## src/rtl/gon_pkg.sv

```systemverilog
// Shared types and default dimensions for the GON row gather bus.
package gon_pkg;

  localparam int DEF_MASTER_NUMS = 14;
  localparam int DEF_ID_LEN      = 5;
  localparam int DEF_VALUE_LEN   = 32;
  localparam int ROW_LEN         = 4;

  typedef enum logic {
    IDLE    = 1'b0,
    COLLECT = 1'b1
  } gon_state_t;

  function automatic int idx_width(input int n);
    return (n > 1) ? $clog2(n) : 1;
  endfunction

endpackage

```

## src/rtl/gon_bus_if.sv

```systemverilog
// Request, output, PE-side and ID-scan signals of one GON gather bus.
// slave is the bus itself; master is the controller/PE/downstream environment.
interface gon_bus_if
  import gon_pkg::*;
#(
  parameter int MASTER_NUMS = DEF_MASTER_NUMS,
  parameter int ID_LEN      = DEF_ID_LEN,
  parameter int VALUE_LEN   = DEF_VALUE_LEN
) ();

  logic                             req_enable;
  logic                             req_ready;
  logic [ID_LEN-1:0]                req_tag;
  logic                             out_valid;
  logic                             out_ready;
  logic [VALUE_LEN-1:0]             out_data;
  logic [ID_LEN-1:0]                out_tag;
  logic [ROW_LEN-1:0]               out_row;
  logic                             out_last;
  logic [MASTER_NUMS-1:0]           pe_valid;
  logic [MASTER_NUMS*VALUE_LEN-1:0] pe_data;
  logic [MASTER_NUMS-1:0]           pe_ready;
  logic                             set_id;
  logic [ID_LEN-1:0]                id_scan_in;
  logic [ID_LEN-1:0]                id_scan_out;

  modport slave (
    input  req_enable, req_tag, out_ready, pe_valid, pe_data, set_id, id_scan_in,
    output req_ready, out_valid, out_data, out_tag, out_row, out_last, pe_ready, id_scan_out
  );

  modport master (
    output req_enable, req_tag, out_ready, pe_valid, pe_data, set_id, id_scan_in,
    input  req_ready, out_valid, out_data, out_tag, out_row, out_last, pe_ready, id_scan_out
  );

endinterface

```

## src/rtl/gon_prio_sel.sv

```systemverilog
// Combinational lowest-set-bit picker: one-hot grant plus binary index.
// An all-zero request yields zero on both outputs.
module gon_prio_sel #(
  parameter int N     = 14,
  parameter int IDX_W = 4
) (
  input  logic [N-1:0]     req,
  output logic [N-1:0]     onehot,
  output logic [IDX_W-1:0] idx
);

  always_comb begin
    onehot = '0;
    idx    = '0;
    for (int i = N - 1; i >= 0; i--) begin
      if (req[i]) begin
        onehot    = '0;
        onehot[i] = 1'b1;
        idx       = IDX_W'(i);
      end
    end
  end

endmodule

```

## src/rtl/gon_bus.sv

```systemverilog
// GON row gather bus: drains tag-matched PEs lowest index first, summed when GON_REDUCE_EN is defined.
// Registered output, first value 2 cycles after accept; a PE is acked only when its value can be taken.
module gon_bus
  import gon_pkg::*;
#(
  parameter int MASTER_NUMS = DEF_MASTER_NUMS,
  parameter int ID_LEN      = DEF_ID_LEN,
  parameter int VALUE_LEN   = DEF_VALUE_LEN,
  parameter int MA_Y        = 0
) (
  input logic      clk,
  input logic      rst,
  gon_bus_if.slave bus
);

  localparam int IDX_W = idx_width(MASTER_NUMS);

  gon_state_t             state;
  logic                   req_ready_q;
  logic [ID_LEN-1:0]      id [MASTER_NUMS];
  logic [ID_LEN-1:0]      tag_r;
  logic [MASTER_NUMS-1:0] pend;
  logic [MASTER_NUMS-1:0] match;
  logic [MASTER_NUMS-1:0] sel_oh;
  logic [IDX_W-1:0]       sel_idx;
  logic [VALUE_LEN-1:0]   sel_data;
  logic [VALUE_LEN-1:0]   load_val;
  logic                   sel_vld;
  logic                   last_one;
  logic                   slot_free;
  logic                   capture;
  logic                   load;
  logic                   load_last;

  logic                   out_valid_q;
  logic [VALUE_LEN-1:0]   out_data_q;
  logic [ID_LEN-1:0]      out_tag_q;
  logic                   out_last_q;

  gon_prio_sel #(
    .N     (MASTER_NUMS),
    .IDX_W (IDX_W)
  ) u_prio_sel (
    .req    (pend),
    .onehot (sel_oh),
    .idx    (sel_idx)
  );

  always_comb begin
    match = '0;
    for (int i = 0; i < MASTER_NUMS; i++) begin
      match[i] = (id[i] == bus.req_tag);
    end
  end

  always_comb begin
    sel_data = '0;
    for (int i = 0; i < MASTER_NUMS; i++) begin
      if (sel_oh[i]) sel_data = bus.pe_data[i*VALUE_LEN +: VALUE_LEN];
    end
  end

  assign sel_vld   = (|pend) && bus.pe_valid[sel_idx];
  assign last_one  = ((pend & ~sel_oh) == '0);
  assign slot_free = !out_valid_q || bus.out_ready;

`ifdef GON_REDUCE_EN
  logic [VALUE_LEN-1:0] acc;

  // Partial sums stay internal, so only the final capture needs the output slot.
  assign capture   = (state == COLLECT) && sel_vld && (slot_free || !last_one);
  assign load      = capture && last_one;
  assign load_val  = acc + sel_data;
  assign load_last = 1'b1;

  always_ff @(posedge clk) begin
    if (rst) begin
      acc <= '0;
    end else if (state == IDLE && bus.req_enable && req_ready_q) begin
      acc <= '0;
    end else if (capture) begin
      acc <= load_val;
    end
  end
`else
  assign capture   = (state == COLLECT) && sel_vld && slot_free;
  assign load      = capture;
  assign load_val  = sel_data;
  assign load_last = last_one;
`endif

  // Gated by rst so a PE is never acknowledged for a value that reset discards.
  assign bus.pe_ready = (capture && !rst) ? sel_oh : '0;

  always_ff @(posedge clk) begin
    if (rst) begin
      state       <= IDLE;
      req_ready_q <= 1'b1;
      tag_r       <= '0;
      pend        <= '0;
      out_valid_q <= 1'b0;
      out_data_q  <= '0;
      out_tag_q   <= '0;
      out_last_q  <= 1'b0;
      for (int i = 0; i < MASTER_NUMS; i++) id[i] <= '0;
    end else begin
      if (load) begin
        out_valid_q <= 1'b1;
        out_data_q  <= load_val;
        out_tag_q   <= tag_r;
        out_last_q  <= load_last;
      end else if (bus.out_ready) begin
        out_valid_q <= 1'b0;
      end

      case (state)
        IDLE: begin
          if (bus.set_id) begin
            id[0] <= bus.id_scan_in;
            for (int i = 1; i < MASTER_NUMS; i++) id[i] <= id[i-1];
          end
          if (bus.req_enable) begin
            tag_r       <= bus.req_tag;
            pend        <= match;
            state       <= COLLECT;
            req_ready_q <= 1'b0;
          end
        end
        COLLECT: begin
          if (capture) pend <= pend & ~sel_oh;
          if (pend == '0 || (capture && last_one)) begin
            state       <= IDLE;
            req_ready_q <= 1'b1;
          end
        end
        default: begin
          state       <= IDLE;
          req_ready_q <= 1'b1;
        end
      endcase
    end
  end

  assign bus.req_ready   = req_ready_q;
  assign bus.out_valid   = out_valid_q;
  assign bus.out_data    = out_data_q;
  assign bus.out_tag     = out_tag_q;
  assign bus.out_last    = out_last_q;
  assign bus.out_row     = ROW_LEN'(MA_Y);
  assign bus.id_scan_out = id[MASTER_NUMS-1];

endmodule

```

## src/flat_wrapper.sv

```systemverilog
// flat-port wrapper written by rule: the top's interface ports become plain ports
module gon_bus_flat import gon_pkg::*;
#(
  parameter int MASTER_NUMS = DEF_MASTER_NUMS,
  parameter int ID_LEN      = DEF_ID_LEN,
  parameter int VALUE_LEN   = DEF_VALUE_LEN,
  parameter int MA_Y        = 0
)
  (clk, rst, bus_req_enable, bus_req_tag, bus_out_ready, bus_pe_valid, bus_pe_data, bus_set_id, bus_id_scan_in, bus_req_ready, bus_out_valid, bus_out_data, bus_out_tag, bus_out_row, bus_out_last, bus_pe_ready, bus_id_scan_out);
  gon_bus_if #(.MASTER_NUMS(MASTER_NUMS), .ID_LEN(ID_LEN), .VALUE_LEN(VALUE_LEN)) bus_i ();
  input logic clk;
  input logic rst;
  input wire logic [$bits(bus_i.req_enable)-1:0] bus_req_enable;
  input wire logic [$bits(bus_i.req_tag)-1:0] bus_req_tag;
  input wire logic [$bits(bus_i.out_ready)-1:0] bus_out_ready;
  input wire logic [$bits(bus_i.pe_valid)-1:0] bus_pe_valid;
  input wire logic [$bits(bus_i.pe_data)-1:0] bus_pe_data;
  input wire logic [$bits(bus_i.set_id)-1:0] bus_set_id;
  input wire logic [$bits(bus_i.id_scan_in)-1:0] bus_id_scan_in;
  output wire logic [$bits(bus_i.req_ready)-1:0] bus_req_ready;
  output wire logic [$bits(bus_i.out_valid)-1:0] bus_out_valid;
  output wire logic [$bits(bus_i.out_data)-1:0] bus_out_data;
  output wire logic [$bits(bus_i.out_tag)-1:0] bus_out_tag;
  output wire logic [$bits(bus_i.out_row)-1:0] bus_out_row;
  output wire logic [$bits(bus_i.out_last)-1:0] bus_out_last;
  output wire logic [$bits(bus_i.pe_ready)-1:0] bus_pe_ready;
  output wire logic [$bits(bus_i.id_scan_out)-1:0] bus_id_scan_out;
  assign bus_i.req_enable = bus_req_enable;
  assign bus_i.req_tag = bus_req_tag;
  assign bus_i.out_ready = bus_out_ready;
  assign bus_i.pe_valid = bus_pe_valid;
  assign bus_i.pe_data = bus_pe_data;
  assign bus_i.set_id = bus_set_id;
  assign bus_i.id_scan_in = bus_id_scan_in;
  assign bus_req_ready = bus_i.req_ready;
  assign bus_out_valid = bus_i.out_valid;
  assign bus_out_data = bus_i.out_data;
  assign bus_out_tag = bus_i.out_tag;
  assign bus_out_row = bus_i.out_row;
  assign bus_out_last = bus_i.out_last;
  assign bus_pe_ready = bus_i.pe_ready;
  assign bus_id_scan_out = bus_i.id_scan_out;
  gon_bus #(.MASTER_NUMS(MASTER_NUMS), .ID_LEN(ID_LEN), .VALUE_LEN(VALUE_LEN), .MA_Y(MA_Y)) u_core (.clk(clk), .rst(rst), .bus(bus_i));
endmodule
```

## config.mk

```make
export PLATFORM = sky130hd
export DESIGN_NAME = gon_bus_flat
export DESIGN_NICKNAME = d
export VERILOG_FILES = /design/src/rtl/gon_pkg.sv /design/src/rtl/gon_bus_if.sv /design/src/rtl/gon_prio_sel.sv /design/src/rtl/gon_bus.sv /design/src/flat_wrapper.sv
export SDC_FILE = /design/constraint.sdc
export NUM_CORES = 1
export LEC_CHECK = 0
export CAP_MARGIN = 10
export CORE_AREA = 5 5 209 211
export CTS_CLUSTER_SIZE = 16
export DETAILED_ROUTE_END_ITERATION = 8
export DIE_AREA = 0 0 214 216
export PLACE_DENSITY = 0.64
export SLEW_MARGIN = 20
export SYNTH_ARGS = -nofsm -noshare
export SYNTH_HDL_FRONTEND = slang
export SYNTH_SLANG_ARGS = --single-unit
```

## constraint.sdc

```tcl
create_clock -name clk -period 3.15 [get_ports clk]
set_input_delay 0.63 -clock clk [delete_from_list [all_inputs] [get_ports clk]]
set_output_delay 0.63 -clock clk [all_outputs]
set_load 0.01 [all_outputs]
```

# Yosys cells after proc, flatten, opt, wreduce, memory -nomap -nowiden
# Memory sizes are Yosys's and may differ from the RTL's.
# Cells that the tools add are included.
# classes
n_addsub	0
mul	0
div	0
order_cmp	1
eq_ne	17
shifts	0
n_mux	76
bitwise	17
reduce_logical	16
# ops
operator	count
two-way mux 32 bit	14
two-way mux 14 bit	17
equality test 5 bit	14
two-way mux 5 bit	14
two-way mux 4 bit	14
logical NOT 14 bit	2
case mux 14 bit (2 select lines)	1
AND 14 bit	1
inverter 14 bit	1
bitwise OR 1 bit	14
OR reduction 14 bit	1
two-way mux 1 bit	13
inequality test 2 bit (second input constant)	3
AND reduction 2 bit	3
logical AND 1 bit	5
< comparator 4 x 5 -> 1 bit (second input constant)	1
binary-select mux 1 bit (select 4 bit)	1
case mux 1 bit (2 select lines)	2
logical NOT 1 bit	2
logical OR 1 bit	2
nonzero test 2 bit	1
inverter 1 bit	1
# word_totals
ff_bits	60
latchBits	0
mem_bits_rw	70
mem_bits_ro	0
in_bits	477
n_memories	1
# mem_list
memory	words	width	rd	rd_clocked_by_memory_dff	wr	line	text
u_core.id	14	5	14	0	14	gon_bus.sv:20	logic [ID_LEN-1:0] id [MASTER_NUMS];

# Logic depth before layout (Yosys ltp)
# Gate-level depths: netlist (run 1).
# depth
ltp_word	28
mapped_depth	12
depth_no_buf	8

# Hierarchy
# From an unflattened synthesis (run 1), not the netlist that was laid out.
# unflattened
cells_unflattened	1202
hier_area_um2	9869.5
# modules_own_cells
mod	n_inst	cells_per_inst	area_per_inst_um2	seq_area_each_um2
gon_bus	1	1162	9594.2	3303.2
gon_prio_sel	1	40	275.3	0.0

# Least setup slack after synthesis (run 1)
# Ideal clock, no wire load.
# synth_timing
kind	input to register
start	in rst
end	mem u_core.id[0][0] (netlist bit), enable pin
setup_time_ps	728
t_arrival_ps	2219
required_time_ps	2422
setup_slack_ps	204
stages	3
path_buffers	1
path_cell_list	inv_1 > clkbuf_1 > nand2_1
# synth_lines
item	line	text
from (decl)	flat_wrapper.sv:12	input logic rst;
to (decl)	gon_bus.sv:20	

# Final worst setup path (run 1)
# layout_timing
start	reg u_core.pend[2]
end	out bus_pe_ready[3]
# layout_between
elab_chain_cells	10
word_cells_on_any_way	14
# layout_rtl
item	line	text
from (decl)	gon_bus.sv:22	logic [MASTER_NUMS-1:0] pend;
from (signal assigned)	gon_bus.sv:124	pend <= match;
from (signal assigned)	gon_bus.sv:130	if (capture) pend <= pend & ~sel_oh;
two-way mux 4 bit (3 in series)	gon_prio_sel.sv:16	if (req[i]) begin
binary-select mux 1 bit (select 4 bit)	gon_bus.sv:63	assign sel_vld = (|pend) && bus.pe_valid[sel_idx];
two-way mux 1 bit (not written as such)	gon_bus.sv:63	
logical AND 1 bit	gon_bus.sv:63	
logical AND 1 bit (2 in series)	gon_bus.sv:86	assign capture = (state == COLLECT) && sel_vld && slot_free;
logical AND 1 bit	gon_bus.sv:93	assign bus.pe_ready = (capture && !rst) ? sel_oh : '0;
two-way mux 14 bit (*)	gon_bus.sv:93	
to (decl)	flat_wrapper.sv:26	output wire logic [$bits(bus_i.pe_ready)-1:0] bus_pe_ready;
# Every way passes the cells marked *; elsewhere a longest branch is shown, timed or not. The select of a mux whose other input is x is not followed.

==> impl_metrics.tcl, run 1 <==
set metrics [dict create \
    status "finished, violations left" \
    violations "setup timing" \
    pre_cts_slack_ns -0.732 \
    die_w_um 214 \
    relSlewSlack_pct 46.3 \
    async_flop_share_pct 0 \
    r2r_slack_ns 0.09 \
    max_cap_viol_count 0 \
    globalRouteOverflowTotal 0 \
    ys_ff_latch 130 \
    via_per_inst 5.35 \
    powerDensity_nw_per_um2 339 \
    synth_ff_type "edfxtp_1" \
    numClockSinks 130 \
    cts_tree "yes" \
    syn_inst 1133 \
    r2r_cells 10 \
    synth_cell_types 80 \
    post-route-drc-count 0 \
    critPathKind "flop to output port" \
    clk_latency_ns 0.43 \
    antenna_found_initial 36 \
    fin_hold_ws_ns 0.449 \
    portBuffers 535 \
    critPathLaunch "u_core.pend[2]" \
    setup_viol 14 \
    hp-start "u_core.bus.out_data[25]" \
    placed_area_um2 16500 \
    io_pins 540 \
    drt-initial-drc-count 1136 \
    drv_slew 0 \
    cts_hold_buf 0 \
    cts-root-buf "clkbuf_16" \
    required_ns 2.52 \
    wl_per_cell_um 28.0 \
    htreeDepth 4 \
    seq_area_frac_synth_pct 34.2 \
    core-area_um2 41600 \
    grt_pass1_vias 12500 \
    rsz0062_at_grt "yes" \
    fin_cells 2313 \
    syn_area_um2 9670 \
    die_y_um 216 \
    syn_to_final_growth_pct 78.6 \
    grt_pass1_wl_um 90100 \
    start_kind "flop" \
    place_congestion 0.961 \
    total_power_mw 5.85 \
    place_inst 2252 \
    critPathMaxFanout 5 \
    p_leak_nw 6.29 \
    fin_crit_ns 3.45 \
    layout-drive-gt1-share_pct 15.8 \
    peakVddDrop_v 0.000383 \
    grt_max_degree 61 \
    min_to "u_core.bus.out_data[25]" \
    worst_slack_ns -0.301 \
    rows 75 \
    critPathCaptureType "output port" \
    vias 12400 \
    cp_data_arrival_time_ns 2.82 \
    die_area_um2 46200 \
    worstMarginPinSlew_ns 0.803 \
    start_util_pct 23.3 \
    rr_startpoint "u_core.pend[0]" \
    synth_edf_count 70 \
    cts_buffers 17 \
    antenna_left 0 \
    timing.fmax_mhz 290 \
    synth.avg_cell_area_um2 8.53 \
    yosys_warnings 0 \
    num-nets-final 2215 \
    grt_use_total_pct 26.5 \
    r2r-end "u_core.bus.req_ready" \
    clkTransAtPathRegs_ns 0.07 \
    fin_area_um2 17300 \
    min_path_type "flop to flop" \
    drt-total-wl_um 64700 \
    dpl.hpwl_um 53800 \
    fin_crit_sh_pct 110 \
    finalHoldViolations 0 \
    dr.pass1.iters 6 \
    min_path_cells 2 \
    skew_ns 0.0111 \
    clk_path_buf_depth 2 \
]
-- through the flow --
stage / TNS, ns / utilization [%]
after floorplan: 0 / -
after global placement: -9.90 / 39.7
after detailed placement: -9.95 / 39.7
after CTS: -4.08 / 41.2
after global routing: -5.39 / 41.5
final: -3.67 / 41.5
-- cells in the mapped netlist (33+ instances only) --
master	count	area, um^2
xnor2_1	55	482
o21ai_0	36	180
nand3_1	38	190
nand2_1	70	263
a22oi_1	61	458
nor2_1	62	233
edfxtp_1	70	2100
nor3_1	48	240
clkbuf_1	67	251
and2_1	57	357
a21oi_1	68	340
o22ai_1	33	206
dfxtp_1	60	1200
-- critical path: stages, from the launching register on --
cell and delay, ns:
dfxtp_4 0.38, or4_4 0.52, a221o_1 0.36, a31oi_2 0.22
a31o_2 0.15, o211a_1 0.16, nand2_2 0.09, buf_4 0.17
nor3_1 0.18, buf_2 0.16
-- layout make-up --
cell class | count | area (um^2)
Antenna cell | 23 | 57.6
Clock buffer | 17 | 425
Clock inverter | 15 | 165
Fill cell | 4153 | 24300
Inverter | 16 | 60.1
Multi-Input combinational cell | 872 | 5910
Sequential cell | 130 | 3320
Tap cell | 539 | 674
Timing Repair Buffer | 701 | 6660
-- sequential cells by signal, indices dropped and copies added (netlist names) --
register	flops
u_core.id	70
u_core.bus.out_data	32
u_core.pend	14
u_core.bus.out_tag	5
u_core.tag_r	5
u_core.bus.out_last	1
u_core.bus.out_valid	1
u_core.bus.req_ready	1
u_core.state	1
-- where the power goes --
group	total [mW]	internal [mW]	switching, mW	leakage, nW
clock network	2.03	1.13	0.905	0.295
logic	1.85	1.03	0.820	4.75
registers	1.97	1.90	0.0714	1.25
-- logic make-up (layout without fill, tap and decap cells) --
family | count (synthesis) | count (layout) | share of synthesized area, %
fa+ha+maj | 2 | 2 | 0.207
xor+xnor | 70 | 70 | 6.34
flops | 130 | 130 | 34.2
mux | 6 | 6 | 0.647
other cells | 1 | 27 | 0.0388
buf+inv | 134 | 749 | 6.41
simple gates | 366 | 366 | 19.8
compound gates | 424 | 424 | 32.4
-- timing repair --
item,4_1_cts,5_1_grt
pin swaps,6,6
setup buffers,4,2
setup endpoints to repair,25,21
gates resized for setup,75,18
gates cloned,0,0
-- cell usage in the layout, fill, tap and decap left out, types with 10 or more instances in the layout --
master / instances
o211ai_1: 17
nand2b_1: 10
xor2_1: 15
a211oi_1: 19
o31ai_1: 12
a221o_1: 24
o22ai_1: 33
buf_4: 156
dfxtp_1: 52
o21ai_1: 19
buf_12: 10
diode_2: 23
nand4_1: 29
edfxtp_1: 70
a222oi_1: 27
buf_2: 14
inv_1: 15
a22oi_1: 61
clkdlybuf4s50_1: 520
nor3_2: 12
clkbuf_16: 17
nor2_1: 60
a211o_1: 10
a31oi_1: 18
and2_1: 57
o21ai_0: 35
xnor2_1: 55
nor2b_1: 27
a21oi_1: 68
nand2_1: 68
nand3_1: 38
nor3_1: 35
a221oi_1: 14
-- worst max path at each step --
stage / endpoint / slack [ns]
finish: bus_pe_ready[3] / -0.30
floorplan: u_core.id[0][0] / 0.20
detailed placement: bus_pe_ready[10] / -0.73
global placement: bus_pe_ready[8] / -0.72
CTS: bus_pe_ready[8] / -0.30
global route: bus_pe_ready[8] / -0.39
-- routing by layer --
metal	part of all wire (%)	global-route usage, %
met1	36	28.8
met2	51	48.6
met3	8.3	8.23
met4	4.1	9.51
met5	0.24	0
(Power assumes the default switching activity.)
==> run 2, diff against run 1 <==
==> constraint.sdc (replaced) <==
create_clock -name clk -period 3.15 [get_ports clk]
set_input_delay 0.63 -clock clk [delete_from_list [all_inputs] [get_ports clk]]
set_output_delay 0.63 -clock clk [all_outputs]
set_load 0.1 [all_outputs]
==> run 2 against run 1 <==
The run still ends with setup timing left. Clock power is essentially flat. Sequential share of layout area down 0.19 points. Hold slack gained 0.0082 ns. Clock-buffer cell count did not move. Design area rose by 1.1%. Final cell count decreased by 1.1%. Sequential power barely moved. Worst setup slack got worse by 0.094 ns. Clock skew rose by 0.0061 ns. Die area stayed put. Register-to-register slack got worse by 0.06 ns. Critical endpoint is now bus_pe_ready[6]. Largest power group is now combinational logic.
==> impl_metrics.tcl, run 2 (same netlist as run 1, synthesis figures left out) <==
set metrics [dict create \
    relSlewSlack_pct 39.2 \
    p_int_mw 4.05 \
    drt-initial-drc-count 1294 \
    clk_path_buf_depth 2 \
    vias 12400 \
    max_stage_delay_ns 0.43 \
    globalRouteOverflowTotal 0 \
    largest_register_ffs 70 \
    cts_tree "yes" \
    rsz0062_at_grt "yes" \
    via_per_inst 5.43 \
    cts_hold_buf 0 \
    finalHoldViolations 0 \
    required_ns 2.52 \
    p_comb_share_pct 34.0 \
    fin_cells 2288 \
    place_congestion 0.990 \
    cpMostUsedCell "buf_12" \
    p_leak_nw 6.44 \
    finalSetupTns_ns -4.84 \
    rows 75 \
    num-nets-final 2198 \
    min_path_cells 2 \
    violations "setup timing" \
    worst_slack_ns -0.395 \
    worstMarginPinSlew_ns 0.910 \
    timing.fmax_mhz 282 \
    pwr-share-seq_pct 32.6 \
    rr_startpoint "u_core.pend[3]" \
    min_to "u_core.bus.out_data[26]" \
    peakVddDrop_v 0.000371 \
    p_sw_mw 2.00 \
    critPathKind "flop to output port" \
    critPathCaptureType "output port" \
    fin_crit_ns 3.55 \
    drv_slew 0 \
    wl_met3_um 4390 \
    syn_to_final_growth_pct 80.6 \
    powerDensity_nw_per_um2 346 \
    layout-drive-gt1-share_pct 18.2 \
    largest-register "u_core.id" \
    die_y_um 216 \
    r2r_slack_ns 0.03 \
    cts-root-buf "clkbuf_16" \
    routed.top_layer "met5" \
    hp-start "u_core.bus.out_data[26]" \
    die_w_um 214 \
    start_kind "flop" \
    r2r-end "u_core.bus.out_data[3]" \
    post-route-drc-count 0 \
    grt_max_degree 65 \
    clkTransAtPathRegs_ns 0.07 \
    min_path_type "flop to flop" \
    setup_viol 14 \
    clk_latency_ns 0.44 \
    die_area_um2 46200 \
    grt_pass1_wl_um 90100 \
    grt_use_total_pct 26.4 \
    layout_common_cells "475 x clkdlybuf4s50_1, 176 x buf_4, 70 x edfxtp_1" \
    worstPathCellList "buf_4 > or4_4 > a221o_1 > a31oi_2 > a31o_2 > o211a_4 > nand2_8 > buf_12 > nor3_4 > buf_12" \
    antenna_left 0 \
    status "finished, violations left" \
    skew_ns 0.0172 \
    swShare_pct 33.0 \
    wl_met1_um 24600 \
    critPathMaxFanout 7 \
    fin_hold_ws_ns 0.458 \
    core-area_um2 41600 \
    fin_crit_sh_pct 113 \
    drt-total-wl_um 65200 \
    antenna_found_initial 22 \
    grt_pass1_vias 12400 \
    final_common_cell "clkdlybuf4s50_1" \
    clkPwrFrac_pct 33.4 \
    dr.pass1.iters 8 \
    io_pins 540 \
    crit_slowest_cell "or4_4" \
    start_util_pct 23.3 \
    place_inst 2235 \
    dpl.hpwl_um 53800 \
    wl_per_cell_um 28.5 \
    numClockSinks 130 \
    portBuffers 535 \
    cp_data_arrival_time_ns 2.92 \
    cts_buffers 17 \
    dr_wl_met2_um 33600 \
    r2r_cells 14 \
    max_cap_viol_count 0 \
    htreeDepth 4 \
]
run 2: cell count changes in the layout (fill, tap and decap cells not counted), sizes merged:
cell	previous run	this run
clkdlybuf4s50	520	475
diode	23	15
inv	24	22
clkinvlp	0	1
clkinv	6	7
buf	181	209
run 2: per-layer routing:
layer | vias up | track usage (%)
met3 | 122 | 6.15
li1 | 5577 | -
met2 | 595 | 48.0
met4 | 16 | 10.2
met1 | 6109 | 30.0
met5 | - | 0
run 2: how the worst max path moves through the flow:
stage | from | to | slack (ns) | cells past startpoint
2_1_floorplan | u_core.pend[2] | bus_pe_ready[0] | -0.32 | 10
3_3_place_gp | bus_pe_valid[7] | bus_pe_ready[7] | -0.38 | 10
3_5_place_dp | bus_pe_valid[7] | bus_pe_ready[13] | -0.37 | 10
4_1_cts | u_core.pend[2] | bus_pe_ready[13] | -0.41 | 10
5_1_grt | u_core.pend[3] | bus_pe_ready[6] | -0.49 | 10
6_report | u_core.pend[3] | bus_pe_ready[6] | -0.40 | 10
run 2: power groups by stage:
stage | sequential (mW) | clock, mW | combinational [mW]
5_1_grt | 1.98 | 2.13 | 2.15
2_1_floorplan | 2.15 | 0 | 0.705
3_5_place_dp | 2.00 | 0 | 2.00
3_3_place_gp | 2.00 | 0 | 2.00
6_report | 1.97 | 2.02 | 2.06
4_1_cts | 1.97 | 2.04 | 2.03
run 2: worst max-delay path: cells and delay by family (launching register included):
| kind | cells | cell delay [ns] |
|---|---|---|
| and+or+nand+nor | 3 | 0.72 |
| buffers and inverters | 3 | 0.51 |
| AOI/OAI and AO/OA | 4 | 0.88 |
| DFF | 1 | 0.37 |
run 2: stage by stage:
stage | instance area, um^2 | util (%) | worst slack (ns) | total power [mW]
after floorplan | 9860 | - | -0.323 | 2.85
after global placement | 16600 | 39.9 | -0.380 | 4.00
after detailed placement | 16600 | 39.9 | -0.373 | 4.01
after CTS | 17300 | 41.6 | -0.412 | 6.04
after global routing | 17500 | 42.0 | -0.495 | 6.25
final | 17500 | 42.0 | -0.395 | 6.05
run 2: area by class of cell:
| type | count | area [um^2] |
|---|---|---|
| fill | 4155 | 24100 |
| timing repair buffer | 684 | 6690 |
| multi-input combinational | 872 | 6090 |
| sequential | 130 | 3320 |
| tap | 539 | 674 |
| clock buffer | 17 | 425 |
| clock inverter | 15 | 170 |
| inverter | 16 | 60.1 |
| antenna | 15 | 37.5 |
run 2: timing repair:
item                                   4_1_cts  5_1_grt
pin swaps                                    3        4
buffers inserted                             4        3
gates resized for setup                     21       25
endpoints found under the hold margin        0        0
setup endpoints to repair                   14       14
==> run 3, diff against run 2 <==
--- a/config.mk
+++ b/config.mk
@@ -10,7 +10,6 @@
 export CTS_CLUSTER_SIZE = 16
 export DETAILED_ROUTE_END_ITERATION = 8
 export DIE_AREA = 0 0 214 216
-export PLACE_DENSITY = 0.64
 export SLEW_MARGIN = 20
 export SYNTH_ARGS = -nofsm -noshare
 export SYNTH_HDL_FRONTEND = slang
==> run 3 against run 2 <==
The flow still finishes with violations (setup timing). Non-clock buffer count decreased by 1. Sequential power about the same. Global-route usage increased by 0.61 points. Combinational power about the same. Critical endpoint is now bus_pe_ready[4]. Largest cell class unchanged. Highest routed layer unchanged.
==> impl_metrics.tcl, run 3 (same netlist as run 1, synthesis figures left out) <==
set metrics [dict create \
    grt_max_degree 70 \
    r2r-end "u_core.bus.out_data[2]" \
    dpl.hpwl_um 54800 \
    rsz0062_at_grt "yes" \
    clkTransAtPathRegs_ns 0.07 \
    timing.fmax_mhz 286 \
    critPathLaunch "u_core.pend[8]" \
    io_pins 540 \
    grt_use_total_pct 27.0 \
    layout_common_cells "475 x clkdlybuf4s50_1, 183 x buf_4, 70 x edfxtp_1" \
    endpoint "bus_pe_ready[4]" \
    powerDensity_nw_per_um2 343 \
    largest-register "u_core.id" \
    skew_ns 0.00936 \
    vias 12300 \
    min_path_cells 2 \
    layout-drive-gt1-share_pct 18.3 \
    numClockSinks 130 \
    fin_cells 2285 \
    grt_pass1_wl_um 91500 \
    die_area_um2 46200 \
    finalSetupTns_ns -4.62 \
    worstMarginPinSlew_ns 0.841 \
    utilization_pct 41.7 \
    rr_startpoint "u_core.pend[0]" \
    drt-total-wl_um 65900 \
    globalRouteOverflowTotal 0 \
    status "finished, violations left" \
    drt-initial-drc-count 1209 \
    r2r_slack_ns 0.13 \
    worst_slack_ns -0.352 \
    multiInputGateArea_um2 6060 \
    critPathMaxFanout 9 \
    clk_latency_ns 0.43 \
    cts-root-buf "clkbuf_16" \
    antenna_found_initial 19 \
    setup_viol 14 \
    cp_data_arrival_time_ns 2.87 \
    finalHoldViolations 0 \
    critPathKind "flop to output port" \
    grt_pass1_vias 12300 \
    fin_crit_ns 3.50 \
    nFillCells 4203 \
    violations "setup timing" \
    peakVddDrop_v 0.000344 \
    drv_slew 0 \
    core-area_um2 41600 \
    largest_register_ffs 70 \
    die_y_um 216 \
    dr.pass1.iters 7 \
    rows 75 \
    seqCellArea_um2 3330 \
    relSlewSlack_pct 43.8 \
    r2r_cells 9 \
    place_congestion 0.964 \
    cts_buffers 17 \
    die_w_um 214 \
    required_ns 2.52 \
    via_per_inst 5.37 \
    start_kind "flop" \
    critPathCaptureType "output port" \
    max_cap_viol_count 0 \
    place_inst 2227 \
    cts_tree "yes" \
    final_common_cell "clkdlybuf4s50_1" \
    portBuffers 535 \
    syn_to_final_growth_pct 79.4 \
    start_util_pct 23.3 \
    post-route-drc-count 0 \
    antenna_left 0 \
    p_leak_nw 6.40 \
    htreeDepth 4 \
    cts_hold_buf 0 \
    num-nets-final 2197 \
    wl_per_cell_um 28.8 \
    clk_path_buf_depth 2 \
    min_path_type "flop to flop" \
    fin_crit_sh_pct 111 \
]
## run 3: changes by cell type in the layout (fill, tap and decap cells not counted), sizes merged
cell      before  now
buf          209  208
clkinv         7    6
clkinvlp       1    3
diode         15   13
bufinv         1    0
## run 3: layout make-up
cell class	count	area share [%]
tap	539	3.89
timing repair buffer	683	38.1
sequential	130	19.2
antenna	13	0.188
clock inverter	15	0.837
multi-input combinational	872	34.9
inverter	16	0.368
clock buffer	17	2.45
## run 3: per-stage QoR
step / instance area [um^2] / hold WS (ns) / setup WS, ns / total power, mW
5_1_grt: 17300 / 0.486 / -0.438 / 6.17
3_3_place_gp: 16500 / 0.441 / -0.413 / 3.97
2_1_floorplan: 9860 / 0.437 / -0.323 / 2.85
4_1_cts: 17200 / 0.459 / -0.360 / 5.95
6_report: 17300 / 0.458 / -0.352 / 5.94
3_5_place_dp: 16500 / 0.448 / -0.375 / 3.98
## run 3: worst min-delay path by stage
stage | slack [ns] | from | to
6_report | 0.46 | u_core.tag_r[1] | u_core.tag_r[1]
5_1_grt | 0.49 | u_core.bus.out_data[25] | u_core.bus.out_data[25]
4_1_cts | 0.46 | u_core.tag_r[4] | u_core.tag_r[4]
3_5_place_dp | 0.45 | u_core.tag_r[4] | u_core.tag_r[4]
3_3_place_gp | 0.44 | u_core.bus.out_data[22] | u_core.bus.out_data[22]
2_1_floorplan | 0.44 | u_core.tag_r[0] | u_core.tag_r[0]
## run 3: where the power goes
part           internal [mW]  total, mW  switching (mW)
clock                   1.05       1.93           0.887
sequential              1.90       1.97          0.0721
combinational           1.04       2.04            1.00
## run 3: timing repair
action / in CTS / in global routing
pin swaps: 7 / 3
setup endpoints to repair: 14 / 18
resized for setup: 34 / 10
buffers inserted: 8 / 5
hold endpoints to repair: 0 / 0
## run 3: worst max-delay path, cell delays in order, from the launching register on
cell,delay [ns]
dfxtp_4,0.39
nor3_2,0.22
o21a_2,0.26
buf_4,0.14
o211ai_1,0.11
a311oi_2,0.31
or2_4,0.20
o211a_4,0.18
nand2_4,0.09
buf_8,0.16
nor3_4,0.20
buf_12,0.20
## run 3: per-layer routing
metal | up-vias | track usage, % | wire length [um]
met4 | 10 | 8.20 | 1930
met5 | - | 0 | 63
met3 | 93 | 5.56 | 4510
met2 | 600 | 49.2 | 33900
met1 | 5999 | 31.9 | 25400
li1 | 5578 | - | -
